<file path="config.mk">
export PLATFORM = sky130hd
export DESIGN_NAME = adc_capture_flat
export DESIGN_NICKNAME = d
export VERILOG_FILES = /design/src/rtl/adc_capture_if.sv /design/src/rtl/adc_capture.sv /design/src/flat_wrapper.sv
export SDC_FILE = /design/constraint.sdc
export NUM_CORES = 1
export LEC_CHECK = 0
export BUFFER_PORTS_ARGS = -buffer_cell sky130_fd_sc_hd__buf_4
export CORE_ASPECT_RATIO = 1.2
export CORE_UTILIZATION = 53
export CTS_BUF_LIST = sky130_fd_sc_hd__clkbuf_8 sky130_fd_sc_hd__clkbuf_16
export CTS_CLUSTER_SIZE = 12
export DETAILED_ROUTE_END_ITERATION = 12
export PLACE_DENSITY = 0.78
export SETUP_SLACK_MARGIN = 0.15
export SKIP_LAST_GASP = 1
export SLEW_MARGIN = 40
export SYNTH_ARGS = -nofsm -noshare
export SYNTH_HDL_FRONTEND = slang
export SYNTH_SLANG_ARGS = --single-unit
</file>
<file path="constraint.sdc">
create_clock -name clk -period 3.3 [get_ports clk]
set_input_delay 0.165 -clock clk [delete_from_list [all_inputs] [get_ports clk]]
set_output_delay 0.165 -clock clk [all_outputs]
set_load 0.01 [all_outputs]
</file>
<file path="src/rtl/adc_capture_if.sv">
// Bus between the ADC capture block and its controller / sample consumer.
// dvalid is a one-cycle strobe with no ready: the consumer must take dataout on every cycle dvalid is high.
interface adc_capture_if #(
  parameter int DW   = 12,
  parameter int CH   = 2,
  parameter int DECW = 8
);
  logic              en;
  logic              fmt;
  logic [DECW-1:0]   dec;
  logic              ovr_clr;
  logic [CH*DW-1:0]  datain;
  logic [CH*DW-1:0]  dataout;
  logic              dvalid;
  logic [CH-1:0]     ovr;

  modport master (
    output en, fmt, dec, ovr_clr, datain,
    input  dataout, dvalid, ovr
  );

  modport slave (
    input  en, fmt, dec, ovr_clr, datain,
    output dataout, dvalid, ovr
  );
endinterface

</file>
<file path="src/rtl/adc_capture.sv">
// Multi-channel ADC capture: falling-edge latch, rising-edge retime, optional
// offset-binary to two's complement, runtime decimation and sticky overrange flags.
module adc_capture #(
  parameter int DW   = 12,
  parameter int CH   = 2,
  parameter int DECW = 8
) (
  input  logic           clk,
  input  logic           rst,
  adc_capture_if.slave   bus
);

  logic [CH*DW-1:0] n_q;
  logic [CH*DW-1:0] fmt_data;
  logic [CH-1:0]    or_det;
  logic [CH*DW-1:0] r1_data;
  logic             r1_v;
  logic [CH-1:0]    r1_or;
  logic [DECW-1:0]  cnt;
  logic [CH*DW-1:0] dataout_q;
  logic             dvalid_q;
  logic [CH-1:0]    ovr_q;

  // ADC launches on the rising edge, so the bus is stable around the falling edge.
  always_ff @(negedge clk or posedge rst) begin
    if (rst) n_q <= '0;
    else     n_q <= bus.datain;
  end

  always_comb begin
    fmt_data = n_q;
    or_det   = '0;
    for (int c = 0; c < CH; c++) begin
      if (bus.fmt) fmt_data[c*DW + DW - 1] = ~n_q[c*DW + DW - 1];
      or_det[c] = (n_q[c*DW +: DW] == {DW{1'b1}}) || (n_q[c*DW +: DW] == {DW{1'b0}});
    end
  end

  always_ff @(posedge clk or posedge rst) begin
    if (rst) begin
      r1_data <= '0;
      r1_v    <= 1'b0;
      r1_or   <= '0;
    end else begin
      r1_data <= fmt_data;
      r1_v    <= bus.en;
      r1_or   <= or_det;
    end
  end

  // >= rather than == so lowering dec below the running count wraps on the next sample.
  always_ff @(posedge clk or posedge rst) begin
    if (rst) begin
      cnt       <= '0;
      dataout_q <= '0;
      dvalid_q  <= 1'b0;
    end else if (!r1_v) begin
      cnt      <= '0;
      dvalid_q <= 1'b0;
    end else if (cnt >= bus.dec) begin
      cnt       <= '0;
      dataout_q <= r1_data;
      dvalid_q  <= 1'b1;
    end else begin
      cnt      <= cnt + {{(DECW-1){1'b0}}, 1'b1};
      dvalid_q <= 1'b0;
    end
  end

  // Flags see every valid sample, decimated or not; a set beats a simultaneous clear.
  always_ff @(posedge clk or posedge rst) begin
    if (rst) ovr_q <= '0;
    else     ovr_q <= (ovr_q & ~{CH{bus.ovr_clr}}) | ({CH{r1_v}} & r1_or);
  end

  assign bus.dataout = dataout_q;
  assign bus.dvalid  = dvalid_q;
  assign bus.ovr     = ovr_q;

endmodule

</file>
<file path="src/flat_wrapper.sv">
// flat-port wrapper written by rule: the top's interface ports become plain ports
module adc_capture_flat 
#(
  parameter int DW   = 12,
  parameter int CH   = 2,
  parameter int DECW = 8
)
  (clk, rst, bus_en, bus_fmt, bus_dec, bus_ovr_clr, bus_datain, bus_dataout, bus_dvalid, bus_ovr);
  adc_capture_if #(.DW(DW), .CH(CH), .DECW(DECW)) bus_i ();
  input  logic clk;
  input  logic rst;
  input wire logic [$bits(bus_i.en)-1:0] bus_en;
  input wire logic [$bits(bus_i.fmt)-1:0] bus_fmt;
  input wire logic [$bits(bus_i.dec)-1:0] bus_dec;
  input wire logic [$bits(bus_i.ovr_clr)-1:0] bus_ovr_clr;
  input wire logic [$bits(bus_i.datain)-1:0] bus_datain;
  output wire logic [$bits(bus_i.dataout)-1:0] bus_dataout;
  output wire logic [$bits(bus_i.dvalid)-1:0] bus_dvalid;
  output wire logic [$bits(bus_i.ovr)-1:0] bus_ovr;
  assign bus_i.en = bus_en;
  assign bus_i.fmt = bus_fmt;
  assign bus_i.dec = bus_dec;
  assign bus_i.ovr_clr = bus_ovr_clr;
  assign bus_i.datain = bus_datain;
  assign bus_dataout = bus_i.dataout;
  assign bus_dvalid = bus_i.dvalid;
  assign bus_ovr = bus_i.ovr;
  adc_capture #(.DW(DW), .CH(CH), .DECW(DECW)) u_core (.clk(clk), .rst(rst), .bus(bus_i));
endmodule
</file>
==> out/qor.csv <==
stage,metric,value,unit
place,dpl cells,316,
pwr,Net Sw Frac,0.221,
pwr,VDD IR-drop max,0.000328,V
pwr,Reg power frac,0.552,
cts,clock slew at reported path FFs,0.08,ns
critical_path,crit path launch type,flip-flop,
cts,maximum buffer depth of the clock tree,2,
detailed_routing,ANT nets after route,0,
cts,# resized after CTS,0,
grt,grt ovf,0,
detailed_routing,Initial DRT Pass Iterations,8,
finish,Ant. Diodes,0,
synthesis,Post-Syn Instances,189,
cts,H-tree depth,3,
synthesis,count of cell types in the netlist,26,
cts,# hold bufs at CTS,4,
finish,area occupied by multi-input gates,827,um^2
synthesis,combinational family with the most area after synthesis,multiplexers,
detailed_routing,final wirelength,4920,um
die,Die Y,85.3,um
grt,number of global-route vias before repair,1715,
synthesis,post-synthesis mux area share,0.112,
critical_path,WS Path Type,flip-flop to flip-flop,
synthesis,XOR/XNOR Fraction of Synth Area,0.0229,
die,Starting Density,0.563,
sta,Setup Total Neg Slack,0,ns
die,I/O pin total,64,
synthesis,adder-cell share of the synthesized area,0.0368,
grt,GR Util All Layers,0.184,
pwr,Power Density,546,mW/mm^2
pwr,Comb power frac,0.104,
detailed_routing,via count,1659,
run_status,outcome,"complete, but fails checks",
cts,cts bufs inserted,9,
synthesis,simple-gate share of the synthesized area,0.0682,
synthesis,Synth Register Bits,86,
finish,Reg area,0.00215,mm^2
critical_path,Crit Path Max Fanout,3,
synthesis,Mapped Nets,235,
sta,RSZ-0062 raised after global routing,no,
pwr,Int Power,1.65,mW
cts,setup bufs post-CTS,0,
pwr,Psw,0.466,mW
finish,P&R area growth vs syn,26.5,%
finish,layout cells sized above 1,0.405,
sta,post-route setup slack,0.501,ns
pwr,Static Leak,2.00,nW
sta,Layout Skew,0.0227,ns
synthesis,Synth area leader,dfrtp_1,
finish,Final Cell Area,0.00387,mm^2
grt,initial antenna violation count,0,
cts,CTS root buf,clkbuf_8,
place,HPWL after DPL,3570,um
flow_run,max cap viols,0,
synthesis,Synth Cell Area,0.00306,mm^2
sta,Final Hold Fails,0,
sta,"Slew Viols, Final",0,
cts,clk_lat worst skew,0.35,ns
detailed_routing,via/cell ratio,4.94,
synthesis,post-synth top area share,0.507,
grt,first-pass GRT wire length,8090,um
critical_path,WP data required,3.53,ns
finish,Finished Layout Cells,336,
synthesis,post-synthesis compound-gate area fraction,0.0306,
synthesis,Synthesis Warnings,0,
synthesis,synthesized area per cell,16.2,um^2
hold_path,Worst Hold Class,input port to asynchronous set/reset pin,
sta,Worst-Margin Slew,0.496,ns
grt,largest net degree at the start of global routing,45,
sta,WHS,0.341,ns
cts,CTS tree,built,
finish,Layout fillers,389,
place,GPL Wtd Cong,0.751,
die,die area,0.00609,mm^2
critical_path,Worst setup EP type,flip-flop,
detailed_routing,DRT iter0 DRCs,144,
place,placed instance area,0.00363,mm^2
pwr,Clock power frac,0.344,
sta,final setup fails,0,
die,Die W,71.4,um
finish,Nets,315,
pwr,total power,2.11,mW
die,standard-cell row count,29,
detailed_routing,WL/cell,14.7,um
sta,Rel. slew slack,0.667,
place,Setup WS pre-CTS,0.617,ns
detailed_routing,remaining routing DRC violations,3,
cts,CTS Sinks,86,
place,PortBufs,63,
run_status,failing checks,DRC,
synthesis,register area share after synthesis,0.703,
critical_path,Worst Path Arrival,3.03,ns
die,core box area,0.00544,mm^2
synthesis,Area contributors post-synth,"dfrtp_1 51%, dfrtn_1 20%, mux2_4 9.3%",
finish,"Core Util, Final",0.712,
-- cell type report --
| type | count | area share |
|---|---|---|
| sequential | 86 | 0.555 |
| clock buffer | 11 | 0.0391 |
| inverter | 13 | 0.0136 |
| clock inverter | 5 | 0.0132 |
| tap | 62 | 0.0200 |
| multi-input combinational | 87 | 0.213 |
| timing repair buffer | 72 | 0.145 |
-- routing by layer --
layer	vias to the layer above	GRT usage	routed length, um
met5	-	0	0
met4	0	0.0836	88
met3	8	0.0653	231
met2	44	0.289	2470
met1	800	0.229	2140
li1	807	-	-
-- worst max-delay path, stage by stage, from the launching register on --
cell	delay, ns
dfrtn_1	0.37
nor4_1	0.42
nand3_1	0.16
o31ai_1	0.11
-- sequential cells by signal (all words and copies together) (netlist names) --
register,count
u_core.r1_data,24
u_core.bus.dvalid,1
u_core.r1_or,2
u_core.cnt,8
u_core.bus.ovr,2
u_core.bus.dataout,24
u_core.r1_v,1
u_core.n_q,24
-- worst paths after layout --
kind,startpoint,end,slack (ns),cells after the start
max in group asynchronous,rst,u_core.n_q[1],0.87,4
hold / removal,rst,u_core.bus.dataout[19],0.34,3
setup reg to reg,u_core.n_q[19],u_core.r1_or[1],0.50,3
min in group clk,u_core.r1_data[23],u_core.bus.dataout[23],0.47,1
setup / recovery,u_core.n_q[19],u_core.r1_or[1],0.50,3
hold reg to reg,u_core.r1_data[23],u_core.bus.dataout[23],0.47,1
-- cell families after synthesis --
logic type      count (synthesis)
flops                          86
simple gates                   37
mux                            24
buf+inv                        16
compound gates                  9
fa+ha+maj                       9
xor+xnor                        8
-- power groups by stage --
stage | Combinational [mW] | Clock, mW | Sequential (mW)
after floorplan | 0.0952 | 0 | 1.20
after global routing | 0.241 | 0.796 | 1.18
after global placement | 0.215 | 0 | 1.18
after CTS | 0.225 | 0.745 | 1.17
final | 0.220 | 0.727 | 1.17
after detailed placement | 0.220 | 0 | 1.19
-- synthesized netlist by cell type --
master     instances
nand2_1            2
nand3_1            8
ha_1               9
nor2_1             9
a2111oi_4          1
dfrtp_1           62
or4b_1             1
and3_1             2
buf_2              1
mux2_4            19
o31ai_1            2
nand4_1            7
o21ai_0            2
inv_1             13
xor2_1             7
o21a_1             1
buf_8              2
nor3_2             1
a21boi_0           1
dfrtn_1           24
o31ai_4            1
a21oi_1            1
xnor2_1            1
nand2b_4           1
nor4_1             6
mux2_2             5
-- cells in the final DEF (no fill, tap or decap), types with 4 or more instances in the layout --
master,synthesis,final
nor4_1,6,6
inv_1,13,14
dfrtp_1,62,62
dlygate4sd3_1,0,4
nand4_1,7,7
ha_1,9,9
nor2_1,9,9
mux2_2,5,5
buf_4,0,67
mux2_4,19,19
xor2_1,7,7
nand3_1,8,8
dfrtn_1,24,24
clkbuf_8,0,11
Note: power is estimated with default switching activity, not from simulation.
